$ cat config.mk
export PLATFORM = sky130hd
export DESIGN_NAME = seq_divider
export DESIGN_NICKNAME = d
export VERILOG_FILES = /design/src/rtl/div_pkg.sv /design/src/rtl/seq_divider_lzc.sv /design/src/rtl/seq_divider.sv
export SDC_FILE = /design/constraint.sdc
export NUM_CORES = 1
export LEC_CHECK = 0
export CORE_AREA = 4 4 262 264
export DETAILED_ROUTE_END_ITERATION = 10
export DIE_AREA = 0 0 266 268
export GPL_ROUTABILITY_DRIVEN = 1
export PLACE_DENSITY = 0.55
export SLEW_MARGIN = 15
export SYNTH_ARGS = -nofsm -noshare
export SYNTH_HDL_FRONTEND = slang
export SYNTH_HIERARCHICAL = 1
export SYNTH_SLANG_ARGS = --single-unit
$ cat constraint.sdc
create_clock -name clk_i -period 13 [get_ports clk_i]
set_input_delay 3.25 -clock clk_i [delete_from_list [all_inputs] [get_ports clk_i]]
set_output_delay 3.25 -clock clk_i [all_outputs]
set_load 0.02 [all_outputs]
$ cat src/rtl/div_pkg.sv
// Shared types for the sequential divider: operation codes, FSM states and
// small decode helpers used by the top level.
package div_pkg;

    typedef enum logic [1:0] {
        OP_DIV  = 2'd0,
        OP_DIVU = 2'd1,
        OP_REM  = 2'd2,
        OP_REMU = 2'd3
    } op_e;

    typedef enum logic [2:0] {
        ST_IDLE = 3'd0,
        ST_PREP = 3'd1,
        ST_DIV  = 3'd2,
        ST_FIX  = 3'd3,
        ST_DONE = 3'd4
    } state_e;

    function automatic logic is_signed(input op_e op);
        return (op == OP_DIV) || (op == OP_REM);
    endfunction

    function automatic logic is_rem(input op_e op);
        return (op == OP_REM) || (op == OP_REMU);
    endfunction

endpackage

$ cat src/rtl/seq_divider_lzc.sv
// Leading-zero counter: number of zero bits above the highest set bit,
// WIDTH when the input is all zero.
module lzc #(
    parameter int WIDTH = 32
) (
    input  logic [WIDTH-1:0]           i_data,
    output logic [$clog2(WIDTH+1)-1:0] o_count,
    output logic                       o_zero
);
    localparam int CW = $clog2(WIDTH + 1);

    always_comb begin
        o_count = CW'(WIDTH);
        // Scanning upwards lets the highest set bit have the final say.
        for (int i = 0; i < WIDTH; i++) begin
            if (i_data[i]) begin
                o_count = CW'(WIDTH - 1 - i);
            end
        end
    end

    assign o_zero = (i_data == '0);

endmodule

$ cat src/rtl/seq_divider.sv
// Restoring radix-2 sequential divider with early-out on leading zeros and a
// single-entry result cache shared between the quotient and remainder ops.
module seq_divider
    import div_pkg::*;
#(
    parameter int WIDTH     = 32,
    parameter int EARLY_OUT = 1,
    parameter int CACHE_EN  = 1
) (
    input  logic             clk_i,
    input  logic             reset_i,
    input  logic             flush_i,
    input  logic             stall_i,
    input  logic             valid_i,
    output logic             ready_o,
    input  logic [1:0]       op_i,
    input  logic [WIDTH-1:0] dividend_i,
    input  logic [WIDTH-1:0] divisor_i,
    output logic             valid_o,
    input  logic             ready_i,
    output logic [WIDTH-1:0] result_o,
    output logic             busy_o
);
    localparam int CW = $clog2(WIDTH + 1);
    localparam logic [WIDTH-1:0] MOST_NEG = {1'b1, {(WIDTH-1){1'b0}}};

    state_e           r_state, w_state_next;
    op_e              r_op;
    logic             r_signed;
    logic [WIDTH-1:0] r_dividend, r_divisor;
    logic [WIDTH-1:0] r_dvs_abs;
    logic             r_neg_q, r_neg_r;
    logic [WIDTH-1:0] r_quo, r_rem;
    logic [CW-1:0]    r_cnt;
    logic [WIDTH-1:0] r_res_q, r_res_r;

    logic             r_c_valid, r_c_signed;
    logic [WIDTH-1:0] r_c_dividend, r_c_divisor;

    op_e              w_op_in;
    logic             w_hit;
    logic             w_dvd_neg, w_dvs_neg, w_dvd_zero;
    logic [WIDTH-1:0] w_dvd_abs, w_dvs_abs, w_dvd_aligned;
    logic [CW-1:0]    w_lz, w_k, w_shift;
    logic             w_div0, w_ovf, w_special;
    logic [WIDTH-1:0] w_spec_q, w_spec_r;
    logic [WIDTH:0]   w_rem_shift, w_diff;
    logic             w_ge;
    logic [WIDTH-1:0] w_rem_step, w_quo_step;
    logic [WIDTH-1:0] w_fix_q, w_fix_r;

    assign w_op_in = op_e'(op_i);

    // The result registers always hold the last completed pair, so a hit
    // only needs to match the key; the data is already in place.
    assign w_hit = (CACHE_EN != 0) && r_c_valid
                && (dividend_i == r_c_dividend) && (divisor_i == r_c_divisor)
                && (is_signed(w_op_in) == r_c_signed);

    // Operand preparation
    assign w_dvd_neg = r_signed && r_dividend[WIDTH-1];
    assign w_dvs_neg = r_signed && r_divisor[WIDTH-1];
    assign w_dvd_abs = w_dvd_neg ? -r_dividend : r_dividend;
    assign w_dvs_abs = w_dvs_neg ? -r_divisor : r_divisor;

    lzc #(.WIDTH(WIDTH)) u_lzc (
        .i_data  (w_dvd_abs),
        .o_count (w_lz),
        .o_zero  (w_dvd_zero)
    );

    assign w_k           = (EARLY_OUT != 0) ? (CW'(WIDTH) - w_lz) : CW'(WIDTH);
    assign w_shift       = (EARLY_OUT != 0) ? w_lz : '0;
    assign w_dvd_aligned = w_dvd_abs << w_shift;

    assign w_div0    = (r_divisor == '0);
    assign w_ovf     = r_signed && (r_dividend == MOST_NEG) && (r_divisor == '1);
    assign w_special = w_div0 || w_ovf || w_dvd_zero;
    assign w_spec_q  = w_div0 ? '1 : (w_ovf ? MOST_NEG : '0);
    assign w_spec_r  = w_div0 ? r_dividend : '0;

    // One restoring step; the partial remainder is always below the divisor,
    // so one extra bit is enough for the trial subtraction's sign.
    assign w_rem_shift = {r_rem, r_quo[WIDTH-1]};
    assign w_diff      = w_rem_shift - {1'b0, r_dvs_abs};
    assign w_ge        = !w_diff[WIDTH];
    assign w_rem_step  = w_ge ? w_diff[WIDTH-1:0] : w_rem_shift[WIDTH-1:0];
    assign w_quo_step  = {r_quo[WIDTH-2:0], w_ge};

    assign w_fix_q = r_neg_q ? -r_quo : r_quo;
    assign w_fix_r = r_neg_r ? -r_rem : r_rem;

    always_ff @(posedge clk_i or posedge reset_i) begin
        if (reset_i) begin
            r_state <= ST_IDLE;
        end else begin
            r_state <= w_state_next;
        end
    end

    always_comb begin
        w_state_next = r_state;
        if (flush_i) begin
            w_state_next = ST_IDLE;
        end else if (!stall_i) begin
            case (r_state)
                ST_IDLE: if (valid_i) w_state_next = w_hit ? ST_DONE : ST_PREP;
                ST_PREP: w_state_next = w_special ? ST_DONE : ST_DIV;
                ST_DIV:  if (r_cnt == CW'(1)) w_state_next = ST_FIX;
                ST_FIX:  w_state_next = ST_DONE;
                ST_DONE: if (ready_i) w_state_next = ST_IDLE;
                default: w_state_next = ST_IDLE;
            endcase
        end
    end

    always_ff @(posedge clk_i or posedge reset_i) begin
        if (reset_i) begin
            r_op         <= OP_DIV;
            r_signed     <= 1'b0;
            r_dividend   <= '0;
            r_divisor    <= '0;
            r_dvs_abs    <= '0;
            r_neg_q      <= 1'b0;
            r_neg_r      <= 1'b0;
            r_quo        <= '0;
            r_rem        <= '0;
            r_cnt        <= '0;
            r_res_q      <= '0;
            r_res_r      <= '0;
            r_c_valid    <= 1'b0;
            r_c_signed   <= 1'b0;
            r_c_dividend <= '0;
            r_c_divisor  <= '0;
        end else if (flush_i) begin
            r_c_valid <= 1'b0;
        end else if (!stall_i) begin
            case (r_state)
                ST_IDLE: begin
                    if (valid_i) begin
                        r_op       <= w_op_in;
                        r_signed   <= is_signed(w_op_in);
                        r_dividend <= dividend_i;
                        r_divisor  <= divisor_i;
                    end
                end
                ST_PREP: begin
                    r_neg_q   <= w_dvd_neg ^ w_dvs_neg;
                    r_neg_r   <= w_dvd_neg;
                    r_dvs_abs <= w_dvs_abs;
                    r_quo     <= w_dvd_aligned;
                    r_rem     <= '0;
                    r_cnt     <= w_k;
                    if (w_special) begin
                        r_res_q      <= w_spec_q;
                        r_res_r      <= w_spec_r;
                        r_c_valid    <= (CACHE_EN != 0);
                        r_c_signed   <= r_signed;
                        r_c_dividend <= r_dividend;
                        r_c_divisor  <= r_divisor;
                    end
                end
                ST_DIV: begin
                    r_quo <= w_quo_step;
                    r_rem <= w_rem_step;
                    r_cnt <= r_cnt - CW'(1);
                end
                ST_FIX: begin
                    r_res_q      <= w_fix_q;
                    r_res_r      <= w_fix_r;
                    r_c_valid    <= (CACHE_EN != 0);
                    r_c_signed   <= r_signed;
                    r_c_dividend <= r_dividend;
                    r_c_divisor  <= r_divisor;
                end
                default: ;
            endcase
        end
    end

    assign ready_o  = (r_state == ST_IDLE);
    assign busy_o   = (r_state != ST_IDLE);
    assign valid_o  = (r_state == ST_DONE);
    assign result_o = valid_o ? (is_rem(r_op) ? r_res_r : r_res_q) : '0;

endmodule

Word level (Yosys, flattened, before mapping). Cells that the tools add are included.

Register bits: 304. Input bits: 72. Output and inout bits: 35. Logic and storage cells: 140.

Add/subtract/negate cells: 7. Equality and inequality tests: 19. Shifts and indexed selects: 1. Muxes and demuxes: 67. Bitwise gates (word level): 3. Reductions and logical operators: 26.

Operators with widths (number): 32-bit two-way mux (14); 32-bit one-hot mux with 2 select lines (6); 6-bit two-way mux (32); 32-bit negation (4); 32-bit == test (2); 32-bit == test, second input constant (2); 32-bit zero test (2); 33-bit by 32-bit subtractor with 33-bit output (1); 32-bit by 6-bit << shifter with 32-bit output (1); 3-bit two-way mux (7); 3-bit one-hot mux with 5 select lines (1); 6-bit one-hot mux with 2 select lines (1); 4-bit AND reduction (3); 3-bit inequality test, second input constant (3); 3-bit AND reduction (3); 1-bit logical AND (7); 2-bit == test, second input constant (3); 3-bit by 2-bit == test with 1-bit output, second input constant (2); 6-bit by 1-bit == test with 1-bit output, second input constant (1); 3-bit nonzero test (2); 6-bit by 1-bit subtractor with 6-bit output, second input constant (1); 6-bit subtractor, first input constant (1); 1-bit logical OR (4); 1-bit two-way mux (4); other kinds (12) (16).

Logic depth before layout (Yosys ltp). Gate-level depths: netlist of the first run.

Depth after elaboration: 36. Depth in mapped cells: 24. Depth with buffers taken out: 22.

By module. The synthesis of the first run kept the hierarchy.

Modules (own cells, without submodules): seq_divider (instances 1, cells an instance 2152, area each 19308.5 µm², seq. area each 7582.3 µm²); lzc (instances 1, cells an instance 66, area each 394.1 µm², seq. area each 0.0 µm²).

Worst setup path after synthesis of the first run. No wires, ideal clock.

Path kind: reg-to-reg. Start point: register r_dividend[2]. End point: register r_quo[24]. Library setup time: 83 ps. Arrival: 5302 ps. Required time: 12917 ps. Path slack: 7615 ps. Cell stages (with the launch flop): 21. Buffers on the path: 5. Clock period less this slack: 5385 ps. Path through: dfrtp_1 > clkbuf_1 > or4_1 > nor4_1 > clkbuf_1 > nand4_1 > o31ai_1 > xor2_1 > inv_1 > o31ai_1 > or4_1 > nor3_2 > a21o_1 > clkbuf_1 > buf_1 > clkbuf_1 > nor2_1 > o31a_1 > a2111oi_0 > a211oi_1 > o21ai_0.

Elaborated cells between the ends (all ways): 34. Those cells by class: add/sub: 1; shift: 1; mux: 32.

RTL lines: start: declaration (RTL line seq_divider.sv:30) `logic [WIDTH-1:0] r_dividend, r_divisor;`; start signal: assignment (RTL line seq_divider.sv:143) `r_dividend <= dividend_i;`; 32-bit negation (RTL line seq_divider.sv:63) `assign w_dvd_abs = w_dvd_neg ? -r_dividend : r_dividend;`; 32-bit two-way mux (RTL line seq_divider.sv:63); net w_dvd_abs[29] (RTL line seq_divider.sv:43) `logic [WIDTH-1:0] w_dvd_abs, w_dvs_abs, w_dvd_aligned;`; 6-bit two-way mux (3 in series) (RTL line seq_divider_lzc.sv:16) `if (i_data[i]) begin`; net w_lz[1] (RTL line seq_divider.sv:44) `logic [CW-1:0] w_lz, w_k, w_shift;`; 32-bit by 6-bit << shifter with 32-bit output (RTL line seq_divider.sv:74) `assign w_dvd_aligned = w_dvd_abs << w_shift;`; 32-bit one-hot mux with 2 select lines (RTL line seq_divider.sv:138) `case (r_state)`; end signal: assignment (RTL line seq_divider.sv:151) `r_quo <= w_dvd_aligned;`; end signal: assignment (RTL line seq_divider.sv:164) `r_quo <= w_quo_step;`; end: declaration (RTL line seq_divider.sv:33) `logic [WIDTH-1:0] r_quo, r_rem;`.

The timed path passes the listed nets, and every way through them passes these cells. A chain may end at the register's enable or synchronous reset.

Final worst setup path of the first run.
Start point: input port flush_i. End point: register r_quo[28].

Cells in the longest elaborated chain, start to end: 2.

Ends and longest elaborated chain: start: declaration (RTL line seq_divider.sv:12) `input logic flush_i,`; 1-bit NOT (no line); 3-bit AND reduction (no line).

Every way passes these cells.

==> results.rst, run 1 <==
.. list-table::
   :header-rows: 1

   * - Metric
     - Value
   * - Clock root buffer
     - sky130_fd_sc_hd__clkbuf_16
   * - Clock latency of the later-clocked register in the worst-skew pair
     - 570 ps
   * - Fraction of layout instances using a drive strength above 1
     - 0.1062
   * - Internal
     - 2.562 mW
   * - H-tree level count
     - 2
   * - Status
     - finished clean
   * - Tmin final
     - 6569 ps
   * - Peak supply drop
     - 95.30 uV
   * - Maximum Capacitance Violations
     - 0
   * - Net switching power of the design
     - 1.968 mW
   * - Hold buffers post-CTS
     - 0
   * - Post-placement setup slack
     - 5936 ps
   * - Aggregate negative setup slack
     - 0 ps
   * - Final setup violation count
     - 0
   * - EDFF count, synth
     - 0
   * - Residual antenna-violating net count after detailed routing
     - 0
   * - R2R Path End
     - r_quo[25]
   * - Switching share of total power
     - 0.4345
   * - Number of detailed-routing iterations run before antenna repair
     - 6
   * - Die height
     - 268 um
   * - Row cnt
     - 95
   * - Worst setup skew after layout
     - 23.05 ps
   * - Post-synthesis compound-gate area fraction
     - 0.1887
   * - Synthesized area per cell
     - 8.883 um2
   * - Floorplan die width
     - 266 um
   * - Sequential fraction of the synthesis area
     - 0.3848
   * - Die Outline Area
     - 0.07129 mm2
   * - Global-route total usage across every layer
     - 0.1895
   * - Number of ports placed on the die boundary
     - 107
   * - Detailed router's first-iteration violation count
     - 1613
   * - Worst slew margin relative to its limit
     - 0.2846
   * - Drc violations
     - 0
   * - Number of I/O port buffers
     - 106
   * - Maximum fanout count along the critical path
     - 66
   * - Required time of the critical path
     - 13450 ps
   * - Fraction of power consumed by combinational cells
     - 0.435
   * - Post-synthesis cell area
     - 0.01970 mm2
   * - Cells on Worst Hold Path
     - 2
   * - Final clock period utilization by the worst path
     - 0.5053
   * - Final RePlAce weighted congestion
     - 0.9249
   * - Endpoint class of the critical path
     - register
   * - CTS tree
     - done
   * - Most common cell after layout, fill and taps aside
     - sky130_fd_sc_hd__dfrtp_1
   * - Adder-Cell Fraction of Synth Area
     - 0.02642
   * - Cell area power density
     - 197.6 mW/mm2
   * - Vias per cell
     - 5.433
   * - Number of register bits inferred by synthesis
     - 303
   * - First-pass GRT wire length
     - 105.5 mm
   * - Count of instances resized after the clock tree is built
     - 0
   * - Count of antenna diodes in the layout
     - 0
   * - Maximum buffer depth of the clock tree
     - 3
   * - Type of the tightest min-delay check
     - register to register
   * - Actual slew at the worst max-slew pin
     - 1069 ps
   * - Largest net degree at the start of global routing
     - 103
   * - Static power due to leakage
     - 9.722 nW
   * - Total CTS buffers
     - 38
   * - Share of cell area taken by muxes after synthesis
     - 0.1217
   * - Via count of the routed design
     - 17170
   * - Reg power frac
     - 0.318
   * - Num Clock Sinks
     - 303
   * - Start point of the critical path
     - flush_i
   * - Highest achievable clock rate
     - 152.2 MHz
   * - Number of global-route vias before repair
     - 16840
   * - R2R depth
     - 20
   * - Synth cell types
     - 80
   * - Setup slack on the worst flop-to-flop path
     - 6810 ps
   * - Buffers inserted by post-CTS timing repair
     - 0
   * - Average routed wire per standard cell
     - 21.91 um
   * - Layout Nets
     - 2372
   * - Top library cells by usage in the layout, fill and taps aside
     - sky130_fd_sc_hd__dfrtp_1 (302), sky130_fd_sc_hd__o21ai_0 (254), sky130_fd_sc_hd__nand2_1 (250)
   * - Arr. time, crit path
     - 7020 ps
   * - Dominant combinational cell family by area after synthesis
     - compound AO/OA/AOI/OAI gates
   * - Yosys warns
     - 6
   * - Antenna violations before repair
     - 2
   * - Post-Synth XOR/XNOR Area
     - 0.08668
   * - Layout overhead on the synthesized area
     - 16.33%
   * - Starting Density
     - 0.2960
   * - Hold_sp
     - r_res_r[16]
   * - DPL Wire Length
     - 51.89 mm
   * - Number of max-slew violations in the final report
     - 0
   * - Synthesized net count
     - 2331
   * - Simple-gate portion of the synthesized area
     - 0.1464
   * - Aggregate routed wire length
     - 69.27 mm
   * - Critical register-to-register path startpoint
     - r_dividend[18]
   * - Total power of the final layout
     - 4.530 mW
   * - Number of hold-slack violations in the final timing report
     - 0
   * - Area of the core
     - 0.06656 mm2
   * - Grt total ovfl
     - 0
   * - Synthesized instance count
     - 2218
   * - Asr flop ratio synth
     - 1.000
   * - Crit Path Category
     - primary input to register
   * - Clock-pin slew reported for the worst setup and hold paths after clock tree synthesis
     - 60 ps
   * - Leading register cell type out of synthesis
     - sky130_fd_sc_hd__dfrtp_1
   * - Setup WS post-layout
     - 6431 ps
   * - Worst Hold Endpoint
     - r_res_r[16]
   * - Setup repair after global routing missed its margin
     - no
   * - Crit path launch type
     - primary input
   * - Share of total power in the clock network
     - 0.247
==> cell usage after synthesis (19+ instances only) <==
cell,instances,share of area
sky130_fd_sc_hd__a21oi_1,83,0.021
sky130_fd_sc_hd__a22oi_1,31,0.012
sky130_fd_sc_hd__a31oi_1,41,0.013
sky130_fd_sc_hd__clkbuf_1,113,0.022
sky130_fd_sc_hd__dfrtp_1,303,0.38
sky130_fd_sc_hd__ha_1,40,0.025
sky130_fd_sc_hd__inv_1,103,0.020
sky130_fd_sc_hd__mux2_2,123,0.070
sky130_fd_sc_hd__mux2i_1,99,0.050
sky130_fd_sc_hd__nand2_1,251,0.048
sky130_fd_sc_hd__nor2_1,154,0.029
sky130_fd_sc_hd__nor3_1,45,0.011
sky130_fd_sc_hd__nor4_1,34,0.011
sky130_fd_sc_hd__o21ai_0,254,0.065
sky130_fd_sc_hd__o31ai_1,35,0.013
sky130_fd_sc_hd__or3_1,19,0.0060
sky130_fd_sc_hd__xnor2_1,99,0.044
sky130_fd_sc_hd__xor2_1,96,0.043
==> flip-flops by register name (all words and copies together) (netlist names), 3 cells and up <==
| name | count |
|---|---|
| r_c_dividend | 32 |
| r_c_divisor | 32 |
| r_dividend | 32 |
| r_divisor | 32 |
| r_dvs_abs | 32 |
| r_quo | 32 |
| r_rem | 32 |
| r_res_q | 32 |
| r_res_r | 32 |
| r_cnt | 6 |
| r_state | 3 |
==> power groups by stage <==
stage | combinational [mW] | sequential (mW) | clock [mW]
global placement | 1.93 | 1.43 | 0
global route | 2.16 | 1.46 | 1.18
finish | 1.97 | 1.44 | 1.12
detailed placement | 1.94 | 1.44 | 0
CTS | 1.95 | 1.43 | 1.14
floorplan | 1.46 | 1.28 | 0
==> critical path, stage by stage <==
cell and delay (ps):
sky130_fd_sc_hd__clkdlybuf4s50_1 540, sky130_fd_sc_hd__nor2_1 530, sky130_fd_sc_hd__nand3b_1 140, sky130_fd_sc_hd__buf_4 320, sky130_fd_sc_hd__nor3_1 820, sky130_fd_sc_hd__nand2b_1 370, sky130_fd_sc_hd__nor2_1 670, sky130_fd_sc_hd__nand3_1 140
sky130_fd_sc_hd__nand2_1 100, sky130_fd_sc_hd__a21oi_1 40, sky130_fd_sc_hd__o311ai_0 90
==> layout make-up <==
| type | instances | area [um2] |
|---|---|---|
| Fill cell | 6822 | 43640 |
| Clock inverter | 17 | 221.5 |
| Inverter | 106 | 405.4 |
| Timing Repair Buffer | 131 | 1249 |
| Multi-Input combinational cell | 1679 | 11280 |
| Tap cell | 873 | 1092 |
| Clock buffer | 52 | 1085 |
| Sequential cell | 303 | 7584 |
==> cell families (layout without fill, tap and decap cells) <==
group | after synthesis | after routing
adders and majority gates | 41 | 41
muxes | 223 | 223
and+or+nand+nor | 622 | 622
xor gates and xnor gates | 195 | 195
buffers and inverters | 236 | 306
AOI/OAI and AO/OA | 598 | 598
DFF | 303 | 303
==> layer usage <==
metal | up-vias | part of all wire | global-route usage
met5 | - | 0.00023 | 0
met4 | 2 | 0.024 | 0.04630
met3 | 90 | 0.066 | 0.03800
met2 | 537 | 0.45 | 0.3060
met1 | 8495 | 0.46 | 0.2627
li1 | 8050 | - | -
==> metrics by stage <==
stage	std cells	cell area, um2	hold WS (ps)	utilization
4_1_cts	3161	22920	481.5	0.3443
5_1_grt	3161	22920	494.5	0.3443
3_3_place_gp	3092	21610	460.7	0.3247
3_5_place_dp	3092	21610	469.3	0.3247
2_1_floorplan	2218	19700	449.2	-
6_report	3161	22920	475.0	0.3443
==> how the worst max path moves through the flow <==
stage                            to  slack [ps]
CTS                       r_quo[28]        6510
global placement          r_quo[28]        6060
finish                    r_quo[28]        6430
detailed placement        r_quo[28]        5940
floorplan           r_c_dividend[0]        1380
global route              r_quo[28]        6030
Power figures use the tool's default switching activity.
==> inputs of run 2 (changes only) <==
clock period = 6.7 ns   (was 13 ns; I/O delays follow)
==> results.rst, run 2 (synthesized netlist as in run 1, its figures left out) <==
.. list-table::
   :header-rows: 1

   * - Metric
     - Value
   * - Static power due to leakage
     - 9.762 nW
   * - CTS tree
     - done
   * - Cell Count Post-Placement
     - 3098
   * - Total power of the final layout
     - 8.733 mW
   * - Peak supply drop
     - 159.5 uV
   * - Area of the core
     - 0.06656 mm2
   * - Maximum fanout count along the critical path
     - 32
   * - Crit Path Category
     - register to register
   * - Reg power frac
     - 0.318
   * - Slowest stage delay, CP
     - 630 ps
   * - Top library cells by usage in the layout, fill and taps aside
     - sky130_fd_sc_hd__dfrtp_1 (302), sky130_fd_sc_hd__o21ai_0 (254), sky130_fd_sc_hd__nand2_1 (250)
   * - Number of ports placed on the die boundary
     - 107
   * - Number of global-route vias before repair
     - 16730
   * - Clock root buffer
     - sky130_fd_sc_hd__clkbuf_16
   * - Slowest cell on the critical path
     - sky130_fd_sc_hd__or4_1
   * - R2R Path End
     - r_quo[26]
   * - Row cnt
     - 95
   * - First-pass GRT wire length
     - 106.5 mm
   * - Worst-path cell chain
     - or4_1 > nor4_1 > and3_1 > a21o_1 > xor2_1 > inv_1 > nor2_1 > o31ai_1 > or4_1 > nor3_2 > a21o_1 > buf_4 > mux2_2 > mux2i_1 > mux2_2 > nor2_1 > a21oi_1 > o21ai_0 > a211o_1
   * - Number of hold-slack violations in the final timing report
     - 0
   * - Layout Nets
     - 2377
   * - Drc violations
     - 0
   * - Vias per cell
     - 5.437
   * - Count of instances resized after the clock tree is built
     - 0
   * - Floorplan die width
     - 266 um
   * - Type of the tightest min-delay check
     - register to register
   * - Buffers inserted by post-CTS timing repair
     - 0
   * - Residual antenna-violating net count after detailed routing
     - 0
   * - Maximum buffer depth of the clock tree
     - 3
   * - Endpoint class of the critical path
     - register
   * - Setup repair after global routing missed its margin
     - no
   * - Detailed router's first-iteration violation count
     - 1497
   * - Worst setup skew after layout
     - 31.78 ps
   * - Status
     - finished clean
   * - Amount of wire on met2 after detailed routing
     - 31.39 mm
   * - Number of max-slew violations in the final report
     - 0
   * - Aggregate negative setup slack
     - 0 ps
   * - Net switching power of the design
     - 3.767 mW
   * - Number of standard cells in the final layout excluding fillers
     - 3163
   * - Grt total ovfl
     - 0
   * - Number of detailed-routing iterations run before antenna repair
     - 9
   * - Switching share of total power
     - 0.4313
   * - Hold buffers post-CTS
     - 0
   * - Layout overhead on the synthesized area
     - 16.75%
   * - Most common cell after layout, fill and taps aside
     - sky130_fd_sc_hd__dfrtp_1
   * - Final worst hold slack
     - 473.0 ps
   * - Final setup violation count
     - 0
   * - Die Outline Area
     - 0.07129 mm2
   * - Met1 Wirelength
     - 32.79 mm
   * - Starting Density
     - 0.2960
   * - Worst slew margin relative to its limit
     - 0.2488
   * - Cells on Worst Hold Path
     - 2
   * - Arr. time, crit path
     - 6310 ps
   * - Crit path launch type
     - register
   * - Global-route total usage across every layer
     - 0.1924
   * - Final clock period utilization by the worst path
     - 0.8746
   * - Largest net degree at the start of global routing
     - 167
   * - Via count of the routed design
     - 17200
   * - Placed instance area
     - 0.02169 mm2
   * - Amount of wire on met3 after detailed routing
     - 4.163 mm
   * - Die height
     - 268 um
   * - Clock-pin slew reported for the worst setup and hold paths after clock tree synthesis
     - 60 ps
   * - Fraction of layout instances using a drive strength above 1
     - 0.1070
   * - DPL Wire Length
     - 53.21 mm
   * - Actual slew at the worst max-slew pin
     - 1127 ps
   * - Total CTS buffers
     - 37
   * - Cell area power density
     - 379.7 mW/mm2
   * - Internal
     - 4.967 mW
   * - Required time of the critical path
     - 7150 ps
   * - Worst Hold Endpoint
     - r_res_q[17]
   * - Aggregate routed wire length
     - 70.05 mm
   * - Tmin final
     - 5860 ps
   * - Number of filler instances in the final layout
     - 6821
   * - Clock latency of the later-clocked register in the worst-skew pair
     - 580 ps
   * - Num Clock Sinks
     - 303
   * - R2R depth
     - 19
   * - Maximum Capacitance Violations
     - 0
   * - Share of total power in the clock network
     - 0.246
   * - Final RePlAce weighted congestion
     - 0.9479
   * - Antenna violations before repair
     - 3
   * - Fraction of power consumed by combinational cells
     - 0.436
   * - Critical register-to-register path startpoint
     - r_dividend[17]
   * - Average routed wire per standard cell
     - 22.15 um
   * - Count of antenna diodes in the layout
     - 0
   * - H-tree level count
     - 2
   * - Highest achievable clock rate
     - 170.7 MHz
   * - Total non-filler cell area in the finished layout
     - 0.02300 mm2
   * - Setup slack on the worst flop-to-flop path
     - 840 ps
   * - Number of I/O port buffers
     - 106
   * - Hold_sp
     - r_res_q[17]
   * - Topmost layer with routed signal wires
     - met4
-- run 2: cell types whose count changed in the layout (fill, tap and decap cells not counted), moves of 2 or more --
cell                         delta
sky130_fd_sc_hd__buf_12         +3
sky130_fd_sc_hd__buf_4          +3
sky130_fd_sc_hd__clkinv_16      +3
sky130_fd_sc_hd__clkbuf_16      -2
sky130_fd_sc_hd__clkbuf_8       +2
sky130_fd_sc_hd__clkinv_4       -2
sky130_fd_sc_hd__clkinvlp_4     -2
-- run 2: how the worst max path moves through the flow --
stage                               from               to  slack, ps  cells after the start
final                     r_dividend[17]        r_quo[26]        840                     19
after global routing      r_dividend[17]        r_quo[28]        380                     18
after CTS                 r_dividend[17]        r_quo[26]        930                     19
after detailed placement  r_dividend[17]        r_quo[26]        970                     19
after global placement    r_dividend[17]        r_quo[26]       1090                     19
after floorplan                  reset_i  r_c_dividend[0]       1000                      1
-- run 2: per-stage QoR --
step / worst slack [ps] / util
after floorplan: 996.0 / -
after global placement: 1090 / 0.3259
after detailed placement: 973.1 / 0.3259
after CTS: 925.5 / 0.3456
after global routing: 376.7 / 0.3456
final: 840.4 / 0.3456
-- run 2: metal layers --
| metal | vias up | track usage |
|---|---|---|
| li1 | 8038 | - |
| met1 | 8509 | 0.2805 |
| met3 | 80 | 0.02765 |
| met2 | 569 | 0.3019 |
| met5 | - | 0 |
| met4 | 0 | 0.04815 |
-- run 2: power groups by stage --
stage               sequential, mW  combinational, mW  clock [mW]
floorplan                     2.49               2.84           0
global placement              2.77               3.71           0
detailed placement            2.79               3.73           0
CTS                           2.76               3.76        2.20
global route                  2.83               4.16        2.27
finish                        2.78               3.81        2.15
-- run 2: critical path: cells and delay by family, from the launching register on --
kind,cells,cell delay [ps]
AO/OA/AOI/OAI,6,1160
XOR/XNOR,1,300
buffers and inverters,2,600
flip-flops,1,470
multiplexers,3,910
AND/OR/NAND/NOR,7,2280
-- run 2: final cells by class --
| type | count | area, um2 | area share |
|---|---|---|---|
| multi-input combinational | 1679 | 11280 | 0.4906 |
| sequential | 303 | 7584 | 0.3297 |
| timing repair buffer | 137 | 1331 | 0.05788 |
| tap | 873 | 1092 | 0.04749 |
| clock buffer | 52 | 1062 | 0.04618 |
| inverter | 106 | 401.6 | 0.01746 |
| clock inverter | 13 | 246.5 | 0.01072 |
